[config.mk]
export PLATFORM = sky130hd
export DESIGN_NAME = alu_issue_stage
export DESIGN_NICKNAME = d
export VERILOG_FILES = /design/src/rtl/alu_issue_stage.sv
export SDC_FILE = /design/constraint.sdc
export NUM_CORES = 1
export LEC_CHECK = 0
export CORE_UTILIZATION = 61
export CTS_CLUSTER_SIZE = 25
export DETAILED_ROUTE_END_ITERATION = 10
export HOLD_SLACK_MARGIN = 0.15
export MAX_ROUTING_LAYER = met4
export PLACE_DENSITY = 0.91
export SYNTH_ARGS = -nofsm -noshare
export SYNTH_HDL_FRONTEND = slang
export SYNTH_SLANG_ARGS = --single-unit
[constraint.sdc]
create_clock -name clk -period 2.81 [get_ports clk]
set_clock_uncertainty 0.05 [all_clocks]
set_input_delay 0.562 -clock clk [delete_from_list [all_inputs] [get_ports clk]]
set_output_delay 0.562 -clock clk [all_outputs]
set_load 0.005 [all_outputs]
[src/rtl/alu_issue_stage.sv]
// Issue/writeback stage for RV32E OP and OP-IMM instructions in front of a combinational ALU.
// Owns the 16x32 register file and retires one instruction every three cycles.
module alu_issue_stage #(
    parameter int XLEN     = 32,
    parameter int NUM_REGS = 16
) (
    input  logic            clk,
    input  logic            rst_n,
    input  logic            instr_valid,
    output logic            instr_ready,
    input  logic [31:0]     instr,
    output logic [XLEN-1:0] alu_value1,
    output logic [XLEN-1:0] alu_value2,
    output logic [2:0]      alu_func_type,
    output logic            alu_f7_bit,
    input  logic [XLEN-1:0] alu_result,
    output logic            done,
    output logic            illegal,
    input  logic [3:0]      dbg_addr,
    output logic [XLEN-1:0] dbg_data
);
    localparam logic [6:0] OPC_OP  = 7'b0110011;
    localparam logic [6:0] OPC_IMM = 7'b0010011;

    typedef enum logic [1:0] {
        IDLE,
        READ,
        EXEC
    } state_t;

    state_t          state;
    logic [XLEN-1:0] regs [NUM_REGS];

    logic [3:0]      rs1_q;
    logic [3:0]      rd_q;
    logic [2:0]      funct3_q;
    logic [11:0]     imm_q;
    logic            is_op_q;

    logic [6:0]      opcode;
    logic [6:0]      funct7;
    logic [2:0]      funct3;
    logic            is_shift;
    logic            instr_legal;

    always_comb begin
        opcode      = instr[6:0];
        funct3      = instr[14:12];
        funct7      = instr[31:25];
        is_shift    = (funct3 == 3'b001) || (funct3 == 3'b101);
        instr_legal = 1'b0;
        if (!instr[19] && !instr[11]) begin
            if (opcode == OPC_OP)
                instr_legal = !instr[24] &&
                              ((funct7 == 7'h00) ||
                               ((funct7 == 7'h20) && ((funct3 == 3'b000) || (funct3 == 3'b101))));
            else if (opcode == OPC_IMM)
                instr_legal = !is_shift || (funct7 == 7'h00) ||
                              ((funct7 == 7'h20) && (funct3 == 3'b101));
        end
    end

    // Only the fields needed after acceptance are kept; imm_q doubles as rs2/shamt/funct7 for OP.
    logic [XLEN-1:0] operand2;
    logic            f7_next;

    always_comb begin
        if (is_op_q) begin
            operand2 = regs[imm_q[3:0]];
            f7_next  = imm_q[10];
        end else if ((funct3_q == 3'b001) || (funct3_q == 3'b101)) begin
            operand2 = {{(XLEN-5){1'b0}}, imm_q[4:0]};
            f7_next  = imm_q[10];
        end else begin
            operand2 = {{(XLEN-12){imm_q[11]}}, imm_q};
            f7_next  = 1'b0;
        end
    end

    assign instr_ready = (state == IDLE);
    assign dbg_data    = (dbg_addr == 4'd0) ? '0 : regs[dbg_addr];

    // EXEC's closing edge both captures the ALU result and writes rd, so done lands with IDLE.
    always_ff @(posedge clk or negedge rst_n) begin
        if (!rst_n) begin
            state         <= IDLE;
            rs1_q         <= '0;
            rd_q          <= '0;
            funct3_q      <= '0;
            imm_q         <= '0;
            is_op_q       <= 1'b0;
            alu_value1    <= '0;
            alu_value2    <= '0;
            alu_func_type <= '0;
            alu_f7_bit    <= 1'b0;
            done          <= 1'b0;
            illegal       <= 1'b0;
            for (int i = 0; i < NUM_REGS; i++)
                regs[i] <= '0;
        end else begin
            done    <= 1'b0;
            illegal <= 1'b0;
            unique case (state)
                IDLE: begin
                    if (instr_valid) begin
                        if (instr_legal) begin
                            rs1_q    <= instr[18:15];
                            rd_q     <= instr[10:7];
                            funct3_q <= instr[14:12];
                            imm_q    <= instr[31:20];
                            is_op_q  <= (instr[6:0] == OPC_OP);
                            state    <= READ;
                        end else begin
                            illegal <= 1'b1;
                        end
                    end
                end
                READ: begin
                    alu_value1    <= regs[rs1_q];
                    alu_value2    <= operand2;
                    alu_func_type <= funct3_q;
                    alu_f7_bit    <= f7_next;
                    state         <= EXEC;
                end
                EXEC: begin
                    if (rd_q != 4'd0)
                        regs[rd_q] <= alu_result;
                    done  <= 1'b1;
                    state <= IDLE;
                end
                default: state <= IDLE;
            endcase
        end
    end
endmodule

* Yosys cells after proc, flatten, opt, wreduce, memory -nomap -nowiden *
Cells that the tools add are included.

storage, ports and cells
  output and inout port bits = 103
  flip-flop bits (word level) = 608
  logic and storage cells = 98
  bits of input ports = 71

cells by class
  reduce and logical (&&, ||, !) cells = 23
  bitwise logic cells = 4
  equality and inequality tests = 11
  $lt $le $gt $ge = 5
  mux-type cells = 27

operator list
  operator            number
  $bwmux 512          1
  $bmux 32 s4         3
  $mux 32             10
  $demux 32 s4        1
  $ge 5x5->1 const B  4
  $not 4->5           4
  $eq 7x6->1 const B  2
  $mux 1              9
  $eq 7x5->1 const B  1
  $logic_not 7->1     1
  $eq 3x1->1 const B  2
  $eq 3x3->1 const B  2
  $logic_or 1x1->1    6
  $logic_and 1x1->1   5
  $lt 5x1->1 const B  1
  $logic_not 1->1     4
  $logic_not 4->1     1
  $mux 2              2
  $pmux 2 s2          1
  $reduce_and 2->1    2
  $reduce_bool 4->1   1
  $logic_not 3->1     1
  $reduce_and 3->1    1
  $eq 2x1->1 const B  1
  4 further kinds     4

* Depth between registers and ports, before layout *
Gate-level depths: netlist of the first run.

  word-level depth = 11
  gate-level depth with buffers = 8
  depth with buffers taken out = 6

* Worst setup path after synthesis of the first run *
OpenSTA, ideal clock, no wires.

  path type = input port to output port
  start point = in dbg_addr[0]
  end point = out dbg_data[11]
  slack = 0.218 ns
  required time = 2.198 ns
  data arrival time = 1.980 ns
  cell stages on the path = 6
  cell sequence = buf_4 buf_4 buf_2 mux4_2 mux2i_1 a211oi_1

between the ends
  cells in the longest elaborated chain, start to end = 5

ends and longest elaborated chain
  element                                     RTL line  text
  start, declared                             19        input logic [3:0] dbg_addr,
  $not 4->5 (not written as such)             81        assign dbg_data = (dbg_addr == 4'd0) ? '0 : regs[dbg_addr];
  $bmux 32 s4                                 81
  $mux 32 (not written as such) (2 in a row)  81
  $mux 32 (*)                                 81
  end, declared                               20        output logic [XLEN-1:0] dbg_data

Every way passes the cells marked *; elsewhere a longest branch is shown, timed or not. The select of a mux whose other input is x is not followed.

* Final worst setup path of the first run *
  start point = reg regs[479] in the netlist's numbering
  end point = out dbg_data[31]

between the ends
  cells in the longest elaborated chain, start to end = 4

ends and longest elaborated chain
  element                                     RTL line  text
  start, declared                             32        logic [XLEN-1:0] regs [NUM_REGS];
  start signal, assigned by index             127       regs[rd_q] <= alu_result;
  $bmux 32 s4                                 81
  $mux 32 (not written as such) (2 in a row)  81
  $mux 32                                     81

No other way between the ends. The select of a mux whose other input is x is not followed.

==> metrics.md, run 1 <==
| Metric | Value |
|---|---|
| Antenna violations before repair | 9 |
| Register area | 15200 um^2 |
| WP data required | 2.20 ns |
| Total power | 21100 uW |
| Hold Path Stages | 0 |
| P_sw | 5340 uW |
| WS Path Type | reg2out |
| Top Usage Layer GRT | met2 |
| Avg Cell Area, Syn | 14.5 um^2 |
| Pwr/cell area | 504 nW/um^2 |
| Commonest non-fill, non-tap cells in the layout | dfrtp_1, mux2_2, mux4_2 |
| Sequential area share after synthesis | 0.441 |
| Synth cell types | 47 |
| Die ar. | 57500 um^2 |
| Slack of the worst reg-to-reg path | 0.04 ns |
| Core area | 55500 um^2 |
| Max-cap violations | 0 |
| Critical Path End | dbg_data[31] |
| DRC | 0 |
| Share of cells above drive strength 1 | 0.517 |
| Worst hold path type | reg2reg |
| Clock power frac | 0.441 |
| CTS root buf | clkbuf_16 |
| Period minus WS final | 2.89 ns |
| WP data arrival | 2.28 ns |
| EDFF count, synth | 0 |
| Area of the multi-input gates | 18600 um^2 |
| Final wirelength | 128000 um |
| Gate power share | 0.117 |
| Worst Setup End Kind | primary output |
| Met3 GRT Util | 0.187 |
| Setup crit start kind | flip-flop |
| Initial core utilization | 0.621 |
| Rows | 86 |
| R2r worst-path depth | 7 |
| Area Overhead vs Synth | 21.0% |
| Worst skew pair latency | 0.64 ns |
| Clk sinks | 608 |
| Max Freq | 346 MHz |
| Reg power frac | 0.442 |
| Fin Setup TNS | -0.289 ns |
| M2 GR Usage | 0.643 |
| Ports | 174 |
| Status | complete, but fails checks |
| RSZ-0062 raised after global routing | true |
| Clk slew on worst S/H paths | 0.06 ns |
| Max clock buf depth | 3 |
| Vias in the first global route | 28700 |
| Internal Pwr Total | 15700 uW |
| Asr flop ratio synth | 1.00 |
| H-tree depth | 3 |
| Antenna viol nets, final | 0 |
| Average via count per standard cell | 8.06 |
| Setup crit start | regs[479] |
| Leakage | 0.0170 uW |
| Max_slew headroom | 0.222 |
| CP max FO | 4 |
| Switch share | 0.254 |
| Fillers | 2907 |
| Mapped cell area | 34500 um^2 |
| Largest net degree at the start of global routing | 77 |
| Fin crit share | 1.03 |
| Final nets | 2710 |
| RD Place Congestion | 0.915 |
| Final Util | 0.752 |
| First-pass GRT wire length | 185000 um |
| Largest vdd supply drop | 0.407 mV |
| Detailed-route via count | 27800 |
| PortBufs | 173 |
| Synth Warn # | 0 |
| Final hold violations | 0 |
| DIE WIDTH | 240 um |
| Synth Register Bits | 608 |
| First DRT Iteration DRCs | 4591 |
| Detail Placement HPWL | 68100 um |
| Die Span Y | 240 um |
| Final Worst Setup Slack | -0.0782 ns |
| Slew Viols, Final | 0 |
| Post-Syn Nets | 2446 |
| Total CTS buffers | 67 |
| CTS tree | yes |
| Measured slew at the worst slew-check pin | 1.16 ns |
| Synth Flop Type | dfrtp_1 |
| Worst reg2reg path endpoint | alu_value2[12] |
| Wire per inst | 37.2 um |
| Met1 usage | 0.525 |
| Synth Instances | 2375 |
| First-pass DRT Iterations | 9 |
| GR Util All Layers | 0.459 |
| Final setup violation count | 8 |
| R2r startpoint | imm_q[0] |
| Violated checks | negative setup slack |
| Most common cell after layout, fill and taps aside | dfrtp_1 |
| Remaining Overflow, GRT | 0 |
final cells by class:
cell class,count,share of cell area
diodes,10,0.000600
clock buffers,102,0.0507
clock inverters,18,0.00417
inverters,7,0.000629
multi-input cells,1495,0.447
flip-flops and latches,608,0.365
well taps,748,0.0224
repair buffers,460,0.110
worst max-delay path, stage by stage (launching register included):
cell and delay (ns):
dfrtp_1 0.44, mux4_2 0.51, nor2b_4 0.15, a211oi_2 0.27
a211oi_4 0.11, buf_2 0.16
power by group through the flow:
stage / clock network, uW / logic (uW) / registers, uW
3_5_place_dp: 0 / 2130 / 9410
4_1_cts: 9150 / 2310 / 9260
3_3_place_gp: 0 / 2050 / 9370
5_1_grt: 9560 / 2550 / 9310
6_report: 9280 / 2460 / 9310
2_1_floorplan: 0 / 1240 / 9300
cell usage after synthesis, types with 2 or more instances:
library cell	n	area [um^2]
a211oi_1	90	676
a21o_1	2	15.0
a21oi_1	44	220
a221oi_1	5	43.8
a22oi_1	25	188
a31oi_1	2	12.5
buf_1	34	128
buf_12	2	40.0
buf_2	65	325
buf_4	3	22.5
clkbuf_1	160	601
dfrtp_1	608	15200
inv_1	6	22.5
mux2_2	506	5700
mux2_4	18	270
mux2i_1	200	2000
mux4_2	335	7540
nand2_1	37	139
nand2b_1	4	25.0
nand3_1	4	20.0
nor2_1	66	248
nor2b_1	41	257
nor3_1	2	10.0
nor3b_1	3	22.5
nor4_1	5	31.3
o211ai_1	4	30.0
o21a_1	4	30.0
o21ai_0	60	300
o311ai_0	2	17.5
o32a_1	21	210
sequential cells by signal, indices dropped and copies added, names as in the netlist:
signal,count
imm_q,12
is_op_q,1
done,1
alu_value2,32
rs1_q,4
funct3_q,3
alu_f7_bit,1
alu_value1,32
alu_func_type,3
regs,512
state,2
rd_q,4
illegal,1
through the flow:
step / hold slack (ns) / instances / setup WS (ns) / instance area (um^2)
floorplan: 0.216 / 2375 / 0.218 / 34500
global placement: 0.343 / 3216 / -0.615 / 38100
detailed placement: 0.354 / 3216 / -0.563 / 38100
CTS: 0.367 / 3412 / -0.0432 / 41500
global route: 0.390 / 3448 / -0.0786 / 41700
finish: 0.378 / 3448 / -0.0782 / 41700
logic make-up (layout without fill, tap and decap cells):
kind of cell / after synthesis / count (layout) / synth area share
muxes: 1060 / 1060 / 0.450
DFF: 608 / 608 / 0.441
buffers and inverters: 272 / 587 / 0.0334
AOI/OAI and AO/OA: 263 / 263 / 0.0515
and+or+nand+nor: 171 / 171 / 0.0239
xor gates and xnor gates: 1 / 1 / 0.000254
other: 0 / 10 / 0
worst min-delay path by stage:
stage                          from          to  slack [ns]
after floorplan               rst_n  alu_f7_bit        0.22
after global placement    regs[487]   regs[487]        0.34
after detailed placement  regs[496]   regs[496]        0.35
after CTS                 regs[496]   regs[496]        0.37
after global routing      regs[495]   regs[495]        0.39
final                     regs[485]   regs[485]        0.38
metal layers:
metal | wire length [um] | vias up
met4 | 12300 | 0
met5 | 0 | -
li1 | - | 9808
met1 | 39500 | 13700
met2 | 56400 | 3166
met3 | 20000 | 1099
repair_timing:
action / 4_1_cts / 5_1_grt
hold buffers: 1 / 0
gates resized for setup: 144 / 70
gates cloned: 8 / 0
pin swaps: 29 / 18
hold endpoints to repair: 50 / 0
setup endpoints to repair: 32 / 31
setup buffers: 67 / 31
No activity file was read; power rests on OpenSTA's default activity.
==> inputs of run 2 (changes only) <==
- CTS_CLUSTER_DIAMETER: default -> 200
- clock period: 2.81 -> 3.22 ns (I/O delays scaled with it)
==> run 2 against run 1 <==
Compared with the run above:
- the flow still finishes with violations (negative setup slack)
- sequential power decreased by 13%
- final cell count decreased by 5.3%
- worst hold slack improved by 0.00088 ns
- register-to-register slack improved by 0.24 ns
- highest routed layer unchanged
==> metrics.md, run 2 (synthesis results as in run 1) <==
| Metric | Value |
|---|---|
| Status | complete, but fails checks |
| Violated checks | negative setup slack |
| Place WS | -0.214 ns |
| Area of the multi-input gates | 18400 um^2 |
| Slew Viols, Final | 0 |
| CTS root buf | clkbuf_16 |
| CTS tree | yes |
| Wire per inst | 32.7 um |
| Hold Path Stages | 0 |
| Final wirelength | 107000 um |
| RD Place Congestion | 0.911 |
| Antenna viol nets, final | 0 |
| First DRT Iteration DRCs | 3490 |
| Worst skew pair latency | 0.63 ns |
| Largest Register | regs |
| First-pass GRT wire length | 158000 um |
| Die Span Y | 240 um |
| Clk sinks | 608 |
| Fillers | 3317 |
| Max Freq | 305 MHz |
| RSZ-0062 raised after global routing | true |
| Leakage | 0.0159 uW |
| Largest net degree at the start of global routing | 92 |
| Max clock buf depth | 3 |
| WP data arrival | 2.58 ns |
| Setup crit start kind | input pin |
| Hold Path Origin | regs[499] |
| Measured slew at the worst slew-check pin | 0.966 ns |
| Worst path slowest cell | mux4_2 |
| R2r startpoint | state[0] |
| PortBufs | 173 |
| Final hold violations | 0 |
| Most common cell after layout, fill and taps aside | dfrtp_1 |
| Register area | 15200 um^2 |
| Average via count per standard cell | 7.63 |
| Worst reg2reg path endpoint | regs[313] |
| H-tree depth | 1 |
| R2r worst-path depth | 5 |
| First-pass DRT Iterations | 6 |
| Worst Setup End Kind | primary output |
| Die ar. | 57500 um^2 |
| DIE WIDTH | 240 um |
| GR Util All Layers | 0.382 |
| Final nets | 2577 |
| Largest vdd supply drop | 0.446 mV |
| Final setup violation count | 1 |
| Fin crit share | 1.02 |
| Antenna violations before repair | 7 |
| Final hold slack | 0.379 ns |
| Max_slew headroom | 0.356 |
| Share of cells above drive strength 1 | 0.462 |
| Vias in the first global route | 25500 |
| CP max FO | 18 |
| Total CTS buffers | 28 |
| Biggest regs | regs: 512 flops, alu_value1: 32 flops, alu_value2: 32 flops |
| Pwr/cell area | 360 nW/um^2 |
| WP data required | 2.53 ns |
| Rows | 86 |
| Detail Placement HPWL | 63600 um |
| Worst path cell trace | clkbuf_16 > buf_16 > buf_4 > mux4_2 > mux2i_1 > a211oi_1 > clkdlybuf4s50_1 |
| Area Overhead vs Synth | 14.6% |
| Detailed-route via count | 24900 |
| Final Worst Setup Slack | -0.0535 ns |
| Slack of the worst reg-to-reg path | 0.28 ns |
| Max-cap violations | 0 |
| DRC | 0 |
| Initial core utilization | 0.621 |
| Hold Crit Endpoint | regs[499] |
| WP buf/inv | 4 |
| Max stage delay on crit path | 0.51 ns |
| Clk slew on worst S/H paths | 0.09 ns |
| CP top delay family | buffers and inverters |
| Max reg flops | 512 |
| Commonest non-fill, non-tap cells in the layout | dfrtp_1, mux2_2, mux4_2 |
| Remaining Overflow, GRT | 0 |
| Ports | 174 |
| Period minus WS final | 3.27 ns |
| Core area | 55500 um^2 |
| Fin Setup TNS | -0.0535 ns |
| WS Path Type | in2out |
| Worst hold path type | reg2reg |
==> run 2: timing repair <==
action                                  4_1_cts  5_1_grt
endpoints found under the setup margin       32       29
gates resized for setup                      24       48
buffers inserted                             23       23
pin swaps                                     7        8
gates cloned                                  2        2
hold endpoints to repair                     72        0
hold buffers                                  1        0
==> run 2: per-stage QoR <==
stage,instance area (um^2),util,total power [uW],cells
finish,39500,0.712,14200,3266
global route,39500,0.712,14600,3265
CTS,39100,0.704,14100,3233
detailed placement,38000,0.684,10100,3173
global placement,38000,0.684,9980,3173
floorplan,34500,-,9200,2375
==> run 2: worst reg2reg max path, cell delays in order (launching register included) <==
cell,delay [ns]
dfrtp_1,0.43
nand2b_1,0.28
nor3b_1,0.66
nand2_2,0.68
buf_4,0.45
mux2_2,0.30
==> run 2: worst max-delay path by stage <==
stage | to | slack [ns] | startpoint | cells after the start
finish | dbg_data[28] | -0.05 | dbg_addr[0] | 7
global route | dbg_data[28] | -0.04 | dbg_addr[0] | 7
CTS | dbg_data[20] | -0.03 | dbg_addr[0] | 7
detailed placement | dbg_data[9] | -0.21 | dbg_addr[0] | 7
global placement | dbg_data[16] | -0.20 | dbg_addr[0] | 8
floorplan | dbg_data[10] | 0.46 | dbg_addr[0] | 6
==> run 2: final cells by class <==
class / count / area share
Clock buffer: 33 / 0.0187
Tap cell: 748 / 0.0237
Clock inverter: 1 / 0.000506
Timing Repair Buffer: 366 / 0.104
Sequential cell: 608 / 0.385
Multi-Input combinational cell: 1495 / 0.466
Inverter: 7 / 0.000665
Antenna cell: 8 / 0.000506
==> run 2: where the power goes <==
| part | internal (uW) | switching, uW | leakage [uW] |
|---|---|---|---|
| sequential | 7840 | 244 | 0.00781 |
| clock | 1640 | 2490 | 0.000372 |
| combinational | 1090 | 916 | 0.00777 |
| total | 10600 | 3650 | 0.0159 |
==> run 2: per-layer routing <==
| layer | routed length (um) | vias up | track usage |
|---|---|---|---|
| met5 | 0 | - | - |
| met4 | 6500 | 0 | 0.198 |
| met3 | 13600 | 522 | 0.0989 |
| met2 | 50100 | 2090 | 0.572 |
| met1 | 36700 | 12800 | 0.484 |
| li1 | - | 9494 | - |
